--- src/rtl/npu_pkg.sv ---
// -----------------------------------------------------------------------------
// npu_pkg
// Shared types and helpers for the NPU parameter loader.
//   section_e   : stream section being filled (W1, B1, W2, B2, VEC)
//   state_e     : loader FSM states
//   total_words : number of words in one correctly framed load
//   idx_width   : counter/index width for an n-entry dimension (at least 1)
// -----------------------------------------------------------------------------
package npu_pkg;

    typedef enum logic [2:0] {
        SEC_W1,
        SEC_B1,
        SEC_W2,
        SEC_B2,
        SEC_VEC
    } section_e;

    typedef enum logic [2:0] {
        ST_IDLE,
        ST_W1,
        ST_B1,
        ST_W2,
        ST_B2,
        ST_VEC,
        ST_COMMIT
    } state_e;

    function automatic int total_words(input int in_n, input int hidden_n, input int out_n);
        return hidden_n * in_n + hidden_n + out_n * hidden_n + out_n + in_n;
    endfunction

    function automatic int idx_width(input int n);
        return (n <= 1) ? 1 : $clog2(n);
    endfunction

endpackage

--- src/rtl/npu_param_loader.sv ---
// -----------------------------------------------------------------------------
// npu_param_loader
// Streams one signed word per valid/ready beat into a shadow store in the
// order W1, B1, W2, B2, VEC (row-major, column fastest). A correctly framed
// load (s_last exactly on the final word) is copied to the output registers
// in a single edge; a misframed load is dropped and flags frame_err.
//
// Ports:
//   clk, rst          clock, synchronous active-high reset
//   start             begin a load (only honoured in IDLE)
//   s_valid/s_ready   word handshake; s_ready depends on FSM state only
//   s_data, s_last    stream word and end-of-frame marker
//   in_vec            committed input vector        [IN_N]
//   weights1          committed layer-1 weights      [HIDDEN_N][IN_N]
//   biases1           committed layer-1 biases       [HIDDEN_N]
//   weights2          committed layer-2 weights      [OUT_N][HIDDEN_N]
//   biases2           committed layer-2 biases       [OUT_N]
//   busy              load in progress, including the commit cycle
//   load_done         one-cycle pulse when the commit takes effect
//   frame_err         sticky framing error, cleared by an accepted start
// -----------------------------------------------------------------------------
module npu_param_loader
    import npu_pkg::*;
#(
    parameter int IN_N       = 2,
    parameter int HIDDEN_N   = 2,
    parameter int OUT_N      = 2,
    parameter int DATA_WIDTH = 8
) (
    input  logic                                          clk,
    input  logic                                          rst,
    input  logic                                          start,
    input  logic                                          s_valid,
    output logic                                          s_ready,
    input  logic [DATA_WIDTH-1:0]                         s_data,
    input  logic                                          s_last,
    output logic [IN_N-1:0][DATA_WIDTH-1:0]               in_vec,
    output logic [HIDDEN_N-1:0][IN_N-1:0][DATA_WIDTH-1:0] weights1,
    output logic [HIDDEN_N-1:0][DATA_WIDTH-1:0]           biases1,
    output logic [OUT_N-1:0][HIDDEN_N-1:0][DATA_WIDTH-1:0] weights2,
    output logic [OUT_N-1:0][DATA_WIDTH-1:0]              biases2,
    output logic                                          busy,
    output logic                                          load_done,
    output logic                                          frame_err
);

    localparam int TOTAL = total_words(IN_N, HIDDEN_N, OUT_N);
    localparam int WW    = idx_width(TOTAL);
    localparam int IW    = idx_width(IN_N);
    localparam int HW    = idx_width(HIDDEN_N);
    localparam int OW    = idx_width(OUT_N);
    localparam int MAXR  = (HIDDEN_N > OUT_N) ? HIDDEN_N : OUT_N;
    localparam int MAXC  = (IN_N > MAXR) ? IN_N : MAXR;
    localparam int RW    = idx_width(MAXR);
    localparam int CW    = idx_width(MAXC);

    // Shadow store (filled by the stream) and committed registers share shapes.
    logic [IN_N-1:0][DATA_WIDTH-1:0]                vec_sh_q, vec_q;
    logic [HIDDEN_N-1:0][IN_N-1:0][DATA_WIDTH-1:0]  w1_sh_q,  w1_q;
    logic [HIDDEN_N-1:0][DATA_WIDTH-1:0]            b1_sh_q,  b1_q;
    logic [OUT_N-1:0][HIDDEN_N-1:0][DATA_WIDTH-1:0] w2_sh_q,  w2_q;
    logic [OUT_N-1:0][DATA_WIDTH-1:0]               b2_sh_q,  b2_q;

    state_e          state_q, state_d;
    logic [RW-1:0]   row_q, row_d;
    logic [CW-1:0]   col_q, col_d;
    logic [WW-1:0]   word_q, word_d;
    logic            err_q, err_d;
    logic            ready_q, busy_q, done_q;

    section_e        sec;
    state_e          sec_next;
    logic [RW-1:0]   row_last;
    logic [CW-1:0]   col_last;
    logic            beat;
    logic            is_last;
    logic            commit;

    assign beat    = s_valid && ready_q;
    assign is_last = (word_q == WW'(TOTAL - 1));

    // Per-section geometry. Bias and vector sections are single-row.
    always_comb begin
        sec      = SEC_W1;
        sec_next = ST_IDLE;
        row_last = '0;
        col_last = '0;
        case (state_q)
            ST_W1: begin
                sec      = SEC_W1;
                sec_next = ST_B1;
                row_last = RW'(HIDDEN_N - 1);
                col_last = CW'(IN_N - 1);
            end
            ST_B1: begin
                sec      = SEC_B1;
                sec_next = ST_W2;
                col_last = CW'(HIDDEN_N - 1);
            end
            ST_W2: begin
                sec      = SEC_W2;
                sec_next = ST_B2;
                row_last = RW'(OUT_N - 1);
                col_last = CW'(HIDDEN_N - 1);
            end
            ST_B2: begin
                sec      = SEC_B2;
                sec_next = ST_VEC;
                col_last = CW'(OUT_N - 1);
            end
            ST_VEC: begin
                sec      = SEC_VEC;
                sec_next = ST_COMMIT;
                col_last = CW'(IN_N - 1);
            end
            default: ;
        endcase
    end

    // Next-state logic. The word counter gives the framing check directly:
    // s_last must coincide exactly with word TOTAL-1.
    always_comb begin
        state_d = state_q;
        row_d   = row_q;
        col_d   = col_q;
        word_d  = word_q;
        err_d   = err_q;
        commit  = 1'b0;
        case (state_q)
            ST_IDLE: begin
                if (start) begin
                    state_d = ST_W1;
                    err_d   = 1'b0;
                    row_d   = '0;
                    col_d   = '0;
                    word_d  = '0;
                end
            end
            ST_COMMIT: begin
                commit  = 1'b1;
                state_d = ST_IDLE;
            end
            default: begin
                if (beat) begin
                    if (s_last != is_last) begin
                        err_d   = 1'b1;
                        state_d = ST_IDLE;
                    end else begin
                        word_d = word_q + 1'b1;
                        if (col_q == col_last) begin
                            col_d = '0;
                            if (row_q == row_last) begin
                                row_d   = '0;
                                state_d = sec_next;
                            end else begin
                                row_d = row_q + 1'b1;
                            end
                        end else begin
                            col_d = col_q + 1'b1;
                        end
                    end
                end
            end
        endcase
    end

    // Control registers; s_ready/busy are registered decodes of the next state.
    always_ff @(posedge clk) begin
        if (rst) begin
            state_q <= ST_IDLE;
            row_q   <= '0;
            col_q   <= '0;
            word_q  <= '0;
            err_q   <= 1'b0;
            ready_q <= 1'b0;
            busy_q  <= 1'b0;
            done_q  <= 1'b0;
        end else begin
            state_q <= state_d;
            row_q   <= row_d;
            col_q   <= col_d;
            word_q  <= word_d;
            err_q   <= err_d;
            ready_q <= (state_d != ST_IDLE) && (state_d != ST_COMMIT);
            busy_q  <= (state_d != ST_IDLE);
            done_q  <= commit;
        end
    end

    // Shadow store writes. A misframed beat may land here too; it is harmless
    // because the shadow is never committed without a full, correct frame.
    always_ff @(posedge clk) begin
        if (rst) begin
            w1_sh_q  <= '0;
            b1_sh_q  <= '0;
            w2_sh_q  <= '0;
            b2_sh_q  <= '0;
            vec_sh_q <= '0;
        end else if (beat) begin
            case (sec)
                SEC_W1:  w1_sh_q[row_q[HW-1:0]][col_q[IW-1:0]] <= s_data;
                SEC_B1:  b1_sh_q[col_q[HW-1:0]]                <= s_data;
                SEC_W2:  w2_sh_q[row_q[OW-1:0]][col_q[HW-1:0]] <= s_data;
                SEC_B2:  b2_sh_q[col_q[OW-1:0]]                <= s_data;
                default: vec_sh_q[col_q[IW-1:0]]               <= s_data;
            endcase
        end
    end

    // Committed registers: change only on the commit edge or reset.
    always_ff @(posedge clk) begin
        if (rst) begin
            w1_q  <= '0;
            b1_q  <= '0;
            w2_q  <= '0;
            b2_q  <= '0;
            vec_q <= '0;
        end else if (commit) begin
            w1_q  <= w1_sh_q;
            b1_q  <= b1_sh_q;
            w2_q  <= w2_sh_q;
            b2_q  <= b2_sh_q;
            vec_q <= vec_sh_q;
        end
    end

    assign s_ready   = ready_q;
    assign busy      = busy_q;
    assign load_done = done_q;
    assign frame_err = err_q;
    assign in_vec    = vec_q;
    assign weights1  = w1_q;
    assign biases1   = b1_q;
    assign weights2  = w2_q;
    assign biases2   = b2_q;

endmodule

--- config.mk ---
export PLATFORM = sky130hd
export DESIGN_NAME = npu_param_loader
export DESIGN_NICKNAME = d
export VERILOG_FILES = /design/src/rtl/npu_pkg.sv /design/src/rtl/npu_param_loader.sv
export SDC_FILE = /design/constraint.sdc
export NUM_CORES = 1
export LEC_CHECK = 0
export BUFFER_PORTS_ARGS = -buffer_cell sky130_fd_sc_hd__buf_2
export CAP_MARGIN = 10
export CELL_PAD_IN_SITES_DETAIL_PLACEMENT = 1
export CELL_PAD_IN_SITES_GLOBAL_PLACEMENT = 2
export CORE_ASPECT_RATIO = 0.9
export CORE_MARGIN = 8
export CORE_UTILIZATION = 36
export CTS_BUF_LIST = sky130_fd_sc_hd__clkbuf_4 sky130_fd_sc_hd__clkbuf_8 sky130_fd_sc_hd__clkbuf_16
export CTS_CLUSTER_SIZE = 12
export DETAILED_ROUTE_END_ITERATION = 8
export PLACE_DENSITY = 0.8
export SLEW_MARGIN = 40
export SYNTH_ARGS = -nofsm -noshare
export SYNTH_HDL_FRONTEND = slang
export SYNTH_SLANG_ARGS = --single-unit
--- constraint.sdc ---
create_clock -name clk -period 5.9 [get_ports clk]
set_input_delay 0.59 -clock clk [delete_from_list [all_inputs] [get_ports clk]]
set_output_delay 0.59 -clock clk [all_outputs]
set_load 0.05 [all_outputs]
# ---- Word-level counts from Yosys, hierarchy flattened
# Index checks and enable logic that the tools add are counted.
dict set report totals {
  mem_count 0
  inputBits 13
  mem_bits_rw 0
  latchBits 0
  mem_bits_ro 0
  ff_bits 237
}
dict set report op_classes {
  add_sub_neg 3
  div_mod_pow 0
  n_bitwise 2
  n_eq_ne 16
  mux 37
  order_cmp 4
  n_shift 0
  reduce_logical 21
  mul 0
}
# cell count
set op_table {}
lappend op_table {{$bwmux 32} 2}
lappend op_table {{$bwmux 16} 3}
lappend op_table {{$demux 16 s1} 1}
lappend op_table {{$mux 16} 1}
lappend op_table {{$mux 3} 5}
lappend op_table {{$pmux 3 s5} 1}
lappend op_table {{$mux 1} 13}
lappend op_table {{$eq 3x2->1 const B} 4}
lappend op_table {{$mux 4} 3}
lappend op_table {{$pmux 3 s4} 1}
lappend op_table {{$reduce_and 2->1} 5}
lappend op_table {{$eq 3x3->1 const B} 3}
lappend op_table {{$demux 8 s1} 1}
lappend op_table {{$mux 8} 1}
lappend op_table {{$pmux 4 s2} 1}
lappend op_table {{$reduce_and 4->1} 2}
lappend op_table {{$eq 3x1->1 const B} 2}
lappend op_table {{$logic_not 3->1} 2}
lappend op_table {{$pmux 1 s2} 3}
lappend op_table {{$pmux 3 s2} 1}
lappend op_table {{$reduce_bool 2->1} 3}
lappend op_table {{$reduce_and 5->1} 1}
lappend op_table {{$reduce_or 5->1} 1}
lappend op_table {{$add 4x1->4 const B} 1}
lappend op_table {{other kinds (14)} 22}

# ---- Depth between registers and ports, before layout
# Gate-level depths: netlist of run 1.
dict set report depth {
  word_depth 11
  ltp_mapped 13
  mapped_depth_nobuf 11
}

# ---- Worst setup path after synthesis of run 1
# No wires, ideal clock.
dict set report synth_timing {
  kind {reg-to-reg}
  startpoint {register state_q[2]}
  endpoint {register ready_q, in the netlist s_ready}
  period_less_slack_ns 2.378
  t_required_ns 5.814
  stages_incl_launch_ff 14
  setup_slack_ns 3.522
  setup_time_ns 0.086
  n_path_buf 2
  arrival_time_ns 2.292
  cell_sequence {dfxtp_1 buf_2 inv_2 nand2_1 nor2_1 a21oi_1 ha_1 and4_1 clkbuf_1 o211ai_1 a21oi_1 a311oi_1 xnor2_1 a221oi_2}
}
dict set report synth_between {
  elab_chain_len 11
}
# item line
set synth_rtl {}
lappend synth_rtl {{from (decl)} npu_param_loader.sv:64} ;# state_e state_q, state_d;
lappend synth_rtl {{from (signal assigned)} npu_param_loader.sv:179} ;# state_q <= state_d;
lappend synth_rtl {{$eq 3x2->1 or $eq 3x1->1 (tied branches)} npu_param_loader.sv:88} ;# case (state_q)
lappend synth_rtl {{$reduce_or 2->1 (no source line)} n/a}
lappend synth_rtl {{$mux 1} npu_param_loader.sv:88}
lappend synth_rtl {{$eq 1x1->1} npu_param_loader.sv:152} ;# if (row_q == row_last) begin
lappend synth_rtl {{$mux 3} npu_param_loader.sv:152}
lappend synth_rtl {{$mux 3} npu_param_loader.sv:150} ;# if (col_q == col_last) begin
lappend synth_rtl {{$mux 3} npu_param_loader.sv:145} ;# if (s_last != is_last) begin
lappend synth_rtl {{$mux 3} npu_param_loader.sv:144} ;# if (beat) begin
lappend synth_rtl {{$pmux 3 s2 (*)} npu_param_loader.sv:129} ;# case (state_q)
lappend synth_rtl {{$ne 3x3->1 or $reduce_bool 3->1 (tied branches)} npu_param_loader.sv:184} ;# ready_q <= (state_d != ST_IDLE) && (state_d != ST_COMMIT);
lappend synth_rtl {{$logic_and 1x1->1 (*)} npu_param_loader.sv:184}
lappend synth_rtl {{to (signal assigned)} npu_param_loader.sv:184}
lappend synth_rtl {{to (decl)} npu_param_loader.sv:69} ;# logic ready_q, busy_q, done_q;
# Every way passes the cells marked *; elsewhere a longest branch is shown, timed or not.
# A chain may end at the register's enable or synchronous reset.

# ---- Worst setup path in the final report of run 1
dict set report layout_timing {
  startpoint {register state_q[1]}
  endpoint {register w2_sh_q[5] in the netlist's numbering}
}
dict set report layout_between {
  elab_chain_len 4
}
# item line
set layout_rtl {}
lappend layout_rtl {{$eq 3x3->1 or $eq 3x2->1 (tied branches)} npu_param_loader.sv:88}
lappend layout_rtl {{$pmux 3 s4 (*)} npu_param_loader.sv:88}
lappend layout_rtl {{$eq 3x2->1 (*)} npu_param_loader.sv:200} ;# case (sec)
lappend layout_rtl {{$reduce_and 2->1 (no source line) (*)} n/a}
lappend layout_rtl {{to (signal, indexed assignment)} npu_param_loader.sv:203} ;# SEC_W2: w2_sh_q[row_q[OW-1:0]][col_q[HW-1:0]] <= s_data;
lappend layout_rtl {{to (decl)} npu_param_loader.sv:61} ;# logic [OUT_N-1:0][HIDDEN_N-1:0][DATA_WIDTH-1:0] w2_sh_q, w2_q;
# Marked as above.

==> results of run 1 <==
[synth_stat cells, types with 3 or more instances]
cell type	instances	area [sq um]
nand3_1	7	35.0
buf_2	15	75.1
mux2i_1	88	881
ha_1	5	62.6
inv_1	4	15.0
o21ai_0	11	55.1
inv_2	3	11.3
or3_1	4	25.0
clkbuf_1	54	203
dfxtp_1	237	4740
a31oi_1	3	18.8
nand2_1	272	1020
a21oi_1	143	716
nand4_1	3	18.8
nor2_2	6	37.5
nor2_1	102	383
nor3_1	9	45.0
[critical path, delay by kind of cell (launching register included)]
kind                     cells  cell delay, ns
flip-flops                   1            0.56
adder cells (fa/ha/maj)      1            0.42
AND/OR/NAND/NOR              4            1.48
multiplexers                 1            0.24
buffers and inverters        1            0.14
[layout by cell type (no fill, tap or decap), drive strengths merged, types with 3 or more instances in the layout]
cell and n:
a21oi 143, a31oi 3, buf 134, clkbuf 38, clkinv 5, dfxtp 237, ha 5, inv 8
mux2i 88, nand2 274, nand3 7, nand4 3, nor2 110, nor2b 3, nor3 9, o21ai 12
or3 4
[path summary, 6_finish.rpt]
check / start / endpoint / slack [ns] / cells after the start
hold / removal: b1_sh_q[2]$_SDFFE_PP0P_ / biases1[2]$_SDFFE_PP0P_ / 0.45 / 2
hold reg to reg: b1_sh_q[2]$_SDFFE_PP0P_ / biases1[2]$_SDFFE_PP0P_ / 0.45 / 2
setup reg to reg: state_q[1]$_SDFF_PP0_ / w2_sh_q[5]$_SDFFE_PP0P_ / 2.92 / 7
setup / recovery: state_q[1]$_SDFF_PP0_ / w2_sh_q[5]$_SDFFE_PP0P_ / 2.92 / 7
[layer usage]
metal	up-vias	GRT usage (%)
li1	3492	-
met1	3333	20.9
met2	112	27.2
met3	29	3.16
met4	0	3.94
met5	-	0
[flip-flops by register name, indices dropped and copies added, names as in the netlist, 32 cells and up]
| register | cells |
|---|---|
| weights1 | 32 |
| weights2 | 32 |
| w1_sh_q | 32 |
| w2_sh_q | 32 |
[stage by stage]
step / std cells / power [mW]
5_1_grt: 1420 / 3.49
6_report: 1420 / 3.36
3_3_place_gp: 1373 / 1.76
2_1_floorplan: 1002 / 1.72
3_5_place_dp: 1374 / 1.76
4_1_cts: 1420 / 3.41
[logic make-up (layout without fill, tap and decap cells)]
logic type      after synthesis  in the layout
flops                       237            237
fa+ha+maj                     5              5
buf+inv                      77            187
simple gates                415            415
mux                          88             88
compound gates              176            176
xor+xnor                      4              4
[layout make-up]
class | count | area [sq um] | area share (%)
Tap cell | 308 | 385 | 3.72
Multi-Input combinational cell | 688 | 3630 | 35.1
Timing Repair Buffer | 134 | 692 | 6.68
Clock buffer | 38 | 808 | 7.80
Clock inverter | 8 | 71.3 | 0.688
Sequential cell | 237 | 4750 | 45.8
Inverter | 7 | 26.3 | 0.254
[power by group]
group          total [mW]  switching (mW)  leakage (nW)  internal, mW
Combinational       0.106          0.0817          1.70        0.0247
Clock                1.63           0.642         0.442         0.991
Sequential           1.62          0.0113          1.91          1.61
==> flow_metrics.tcl, run 1 <==
set metrics [dict create \
    dieArea_sq_mm 0.0293 \
    min_period_ns 2.98 \
    syn-num-nets 1020 \
    cp.arrival_ns 3.36 \
    cp_max_fo 12 \
    drtPass1Iterations 4 \
    synth_seq_cells 237 \
    cts_root_buffer "clkbuf_16" \
    synth.area.mux_share_pct 10.1 \
    drc_errors 0 \
    std_cell_rows 54 \
    synthAdderAreaFrac_pct 0.721 \
    area_delta_synth_final_pct 19.3 \
    hp-class "reg -> reg" \
    synth_edf_count 0 \
    period_share_pct 50.5 \
    status "finished, final reports clean" \
    antenna_found_initial 0 \
    cts_tree "yes" \
    drive_gt1_share_pct 18.2 \
    critPathMaxStageDelay_ns 0.70 \
    critical_path_class "reg -> reg" \
    gr-usage-all-layers_pct 16.1 \
    fin_tns_setup_ns 0 \
    grt_first_pass_wirelength_microns 39000 \
    crit_path_cell_trace "inv_2 > ha_1 > nor2_2 > nand3_1 > or3_1 > mux2i_1 > nor2_1" \
    pin_count 129 \
    final_util_pct 43.2 \
    p_per_area_mw_per_mm2 324 \
    seq_area_frac_synth_pct 54.6 \
    synth_cells 1002 \
    dp_hpwl_microns 15100 \
    yosys_warnings 0 \
    async_reset_ff_share_pct 0 \
    whs_ns 0.449 \
    worst_slack_ns 2.92 \
    drv_cap 0 \
    ir_worst_vdd_uv 161 \
    grt_start_max_net_pins 102 \
    endpoint_kind "flop" \
    dr.max_layer_used "met4" \
    synth_top_family_by_area "simple AND/OR/NAND/NOR gates" \
    dr_total_vias 6966 \
    gp_congestion 0.778 \
    ys_types 44 \
    placed_area_sq_mm 0.00948 \
    clockBufferDepth 3 \
    antennaDiodeCount 0 \
    grt_pass1_vias 7149 \
    place_worst_setup_slack_ns 2.90 \
    die_h_microns 163 \
    initial_utilization_pct 36.2 \
    die_w_microns 180 \
    clk_pin_slew_ns 0.06 \
    synth_flop_cell "dfxtp_1" \
    gr-total-overflow 0 \
    max-slew-margin-rel_pct 47.7 \
    cpMaxStageDelayCell "or3_1" \
    viasPerCell 4.91 \
    clkSinkCount 237 \
    syn_area_sq_mm 0.00868 \
    wl_microns 24300 \
    synth-simple-area-share_pct 19.2 \
    cts_setup_buffers 0 \
    start_kind "flop" \
    finish.instance_area_sq_mm 0.0104 \
    worst_slew_pin_slew_ns 0.784 \
    ctsHtreeMaxLevel 1 \
    wl_met1_microns 11600 \
    finClkSkew_ns 0.00793 \
    ctsHoldBuffers 0 \
    leakage_nw 4.06 \
    antenna_left 0 \
    cts_buffers 27 \
    wl_per_cell_microns 17.1 \
    ctsResizeCount 0 \
    fmax_mhz 336 \
    cp.required_ns 6.28 \
    first_iter_violations 328 \
    rsz0062_at_grt "no" \
    synthXorXnorAreaFrac_pct 0.404 \
    finalSetupViolations 0 \
    insertion_delay_ns 0.51 \
    n_fill_cell 2846 \
    final-hold-violation-count 0 \
    dr_wl_met3_microns 904 \
    design.core.area_sq_mm 0.0240 \
    synth-compound-area-share_pct 11.3 \
    finalMaxSlewViolations 0 \
    layout.nets 1113 \
    syn_area_per_cell_sq_um 8.66 \
    dr_wl_met2_microns 11300 \
    port_buffers 128 \
]
Note: power is estimated with default switching activity, not from simulation.
==> run 2, diff against run 1 <==
--- a/config.mk
+++ b/config.mk
@@ -11,11 +11,11 @@
 export CELL_PAD_IN_SITES_GLOBAL_PLACEMENT = 2
 export CORE_ASPECT_RATIO = 0.9
 export CORE_MARGIN = 8
-export CORE_UTILIZATION = 36
+export CORE_UTILIZATION = 34
 export CTS_BUF_LIST = sky130_fd_sc_hd__clkbuf_4 sky130_fd_sc_hd__clkbuf_8 sky130_fd_sc_hd__clkbuf_16
 export CTS_CLUSTER_SIZE = 12
 export DETAILED_ROUTE_END_ITERATION = 8
-export PLACE_DENSITY = 0.8
+export PLACE_DENSITY = 0.76
 export SLEW_MARGIN = 40
 export SYNTH_ARGS = -nofsm -noshare
 export SYNTH_HDL_FRONTEND = slang
==> constraint.sdc (replaced) <==
create_clock -name clk -period 3.04 [get_ports clk]
set_input_delay 0.304 -clock clk [delete_from_list [all_inputs] [get_ports clk]]
set_output_delay 0.304 -clock clk [all_outputs]
set_load 0.05 [all_outputs]
==> run 2 against run 1 <==
  * Power rose by 95%
  * Critical endpoint is now s_ready$_SDFF_PP0_
  * Sequential share of layout area fell by 0.59 points
  * Global-route usage is 0.64 points lower
  * Clock skew rose by 0.0028 ns
  * Register-to-register slack worse by 2.6 ns
  * First-iteration DRC count shrank 3.7%
  * Setup slack worse by 2.6 ns
  * Clock power rose by 97%
  * Utilization is 1.4 points lower
  * Worst hold slack lost 0.29 ns
  * Die area is 5.3% higher
==> flow_metrics.tcl, run 2 (synthesis results as in run 1) <==
set metrics [dict create \
    cts_root_buffer "clkbuf_16" \
    crit_family "compound AO/OA/AOI/OAI gates" \
    dr_total_vias 6941 \
    layout_common_cells "nand2_1 (272), dfxtp_1 (237), a21oi_1 (143)" \
    drive_gt1_share_pct 18.4 \
    status "finished, final reports clean" \
    hp-class "in -> reg" \
    port_buffers 128 \
    worst_slack_ns 0.327 \
    gr-total-overflow 0 \
    grt_pass1_vias 7127 \
    p_per_area_mw_per_mm2 625 \
    cp.required_ns 3.47 \
    dp_hpwl_microns 15300 \
    gp_congestion 0.797 \
    fin_tns_setup_ns 0 \
    viasPerCell 4.76 \
    antenna_left 0 \
    critPathMaxStageDelay_ns 0.60 \
    clockBufferDepth 3 \
    final-hold-violation-count 0 \
    clk_pin_slew_ns 0.06 \
    pin_count 129 \
    design.core.area_sq_mm 0.0251 \
    crit_path_cell_trace "inv_2 > nand2_1 > nor2_1 > a21oi_1 > ha_1 > and4_1 > o211ai_1 > a21oi_1 > a311oi_1 > xnor2_1 > a221oi_2" \
    insertion_delay_ns 0.52 \
    drc_errors 0 \
    p_switching_mw 1.43 \
    endpoint_kind "flop" \
    grt_first_pass_wirelength_microns 38900 \
    antenna_found_initial 0 \
    crit_top_cell "a21oi_1" \
    intPower_mw 5.13 \
    ctsHtreeMaxLevel 1 \
    clkPwrFrac_pct 48.8 \
    cpMaxStageDelayCell "dfxtp_1" \
    area_delta_synth_final_pct 20.9 \
    cts_setup_buffers 0 \
    leakage_nw 4.11 \
    wl_microns 24400 \
    whs_ns 0.159 \
    min_period_ns 2.71 \
    ir_worst_vdd_uv 300 \
    cts_buffers 27 \
    antennaDiodeCount 0 \
    first_iter_violations 316 \
    path_buf_inv 1 \
    die_w_microns 184 \
    rsz0062_at_grt "no" \
    final_util_pct 41.8 \
    total_power_mw 6.56 \
    layout.nets 1119 \
    n_fill_cell 2985 \
    power.share.switching_pct 21.8 \
    wl_per_cell_microns 16.7 \
    grt_start_max_net_pins 109 \
    dieArea_sq_mm 0.0309 \
    finalSetupViolations 0 \
    drtPass1Iterations 4 \
    fmax_mhz 369 \
    initial_utilization_pct 34.6 \
    period_share_pct 89.3 \
    pwr-share-seq_pct 47.8 \
    cts_tree "yes" \
    gr-usage-all-layers_pct 15.4 \
    cp_max_fo 13 \
    finClkSkew_ns 0.0107 \
    std_cell_rows 55 \
    ctsHoldBuffers 0 \
    fin_cells 1459 \
    clkSinkCount 237 \
    placed_area_sq_mm 0.00962 \
    max-slew-margin-rel_pct 52.6 \
    place_inst 1414 \
    critical_path_class "reg -> reg" \
    finish.instance_area_sq_mm 0.0105 \
    drv_cap 0 \
    die_h_microns 168 \
    cp.arrival_ns 3.14 \
    ctsResizeCount 0 \
    finalMaxSlewViolations 0 \
    power_frac_comb_pct 3.3 \
    place_worst_setup_slack_ns 0.392 \
    worst_slew_pin_slew_ns 0.711 \
    final_common_cell "nand2_1" \
    start_kind "flop" \
]
==> run 2: cell count changes in the layout (fill, tap and decap cells not counted) <==
cell / change
inv_6: -1
buf_12: +4
clkinvlp_4: -1
dfxtp_1: +1
clkbuf_4: +3
bufinv_16: +1
buf_4: +2
dfxtp_2: -1
clkbuf_8: -3
==> run 2: worst paths after layout <==
kind	start	endpoint	slack [ns]	cells after the start
setup / recovery	state_q[2]$_SDFF_PP0_	s_ready$_SDFF_PP0_	0.33	11
setup reg to reg	state_q[2]$_SDFF_PP0_	s_ready$_SDFF_PP0_	0.33	11
hold reg to reg	w1_sh_q[0]$_SDFFE_PP0P_	weights1[0]$_SDFFE_PP0P_	0.45	2
hold / removal	rst	vec_sh_q[7]$_SDFFE_PP0P_	0.16	2
==> run 2: power groups by stage <==
stage | sequential [mW] | clock, mW | combinational [mW]
5_1_grt | 3.14 | 3.41 | 0.237
3_5_place_dp | 3.21 | 0 | 0.222
3_3_place_gp | 3.21 | 0 | 0.222
6_report | 3.14 | 3.21 | 0.219
4_1_cts | 3.14 | 3.30 | 0.222
2_1_floorplan | 3.21 | 0 | 0.136
==> run 2: cell type report <==
type,count,area (sq um),area share (%)
clock inverter,7,85.1,0.811
inverter,7,26.3,0.250
timing repair buffer,140,787,7.50
multi-input combinational,688,3630,34.6
tap,342,428,4.08
sequential,237,4740,45.2
clock buffer,38,790,7.52
==> run 2: metal layers <==
layer  wire (microns)  part of all wire [%]  vias to the layer above  track usage, %
li1                 -                     -                     3509               -
met1            11600                    47                     3270            19.7
met2            11100                    46                      121            26.1
met3             1120                   4.6                       41            3.12
met4              590                   2.4                        0            4.31
met5                0                     0                        -               0
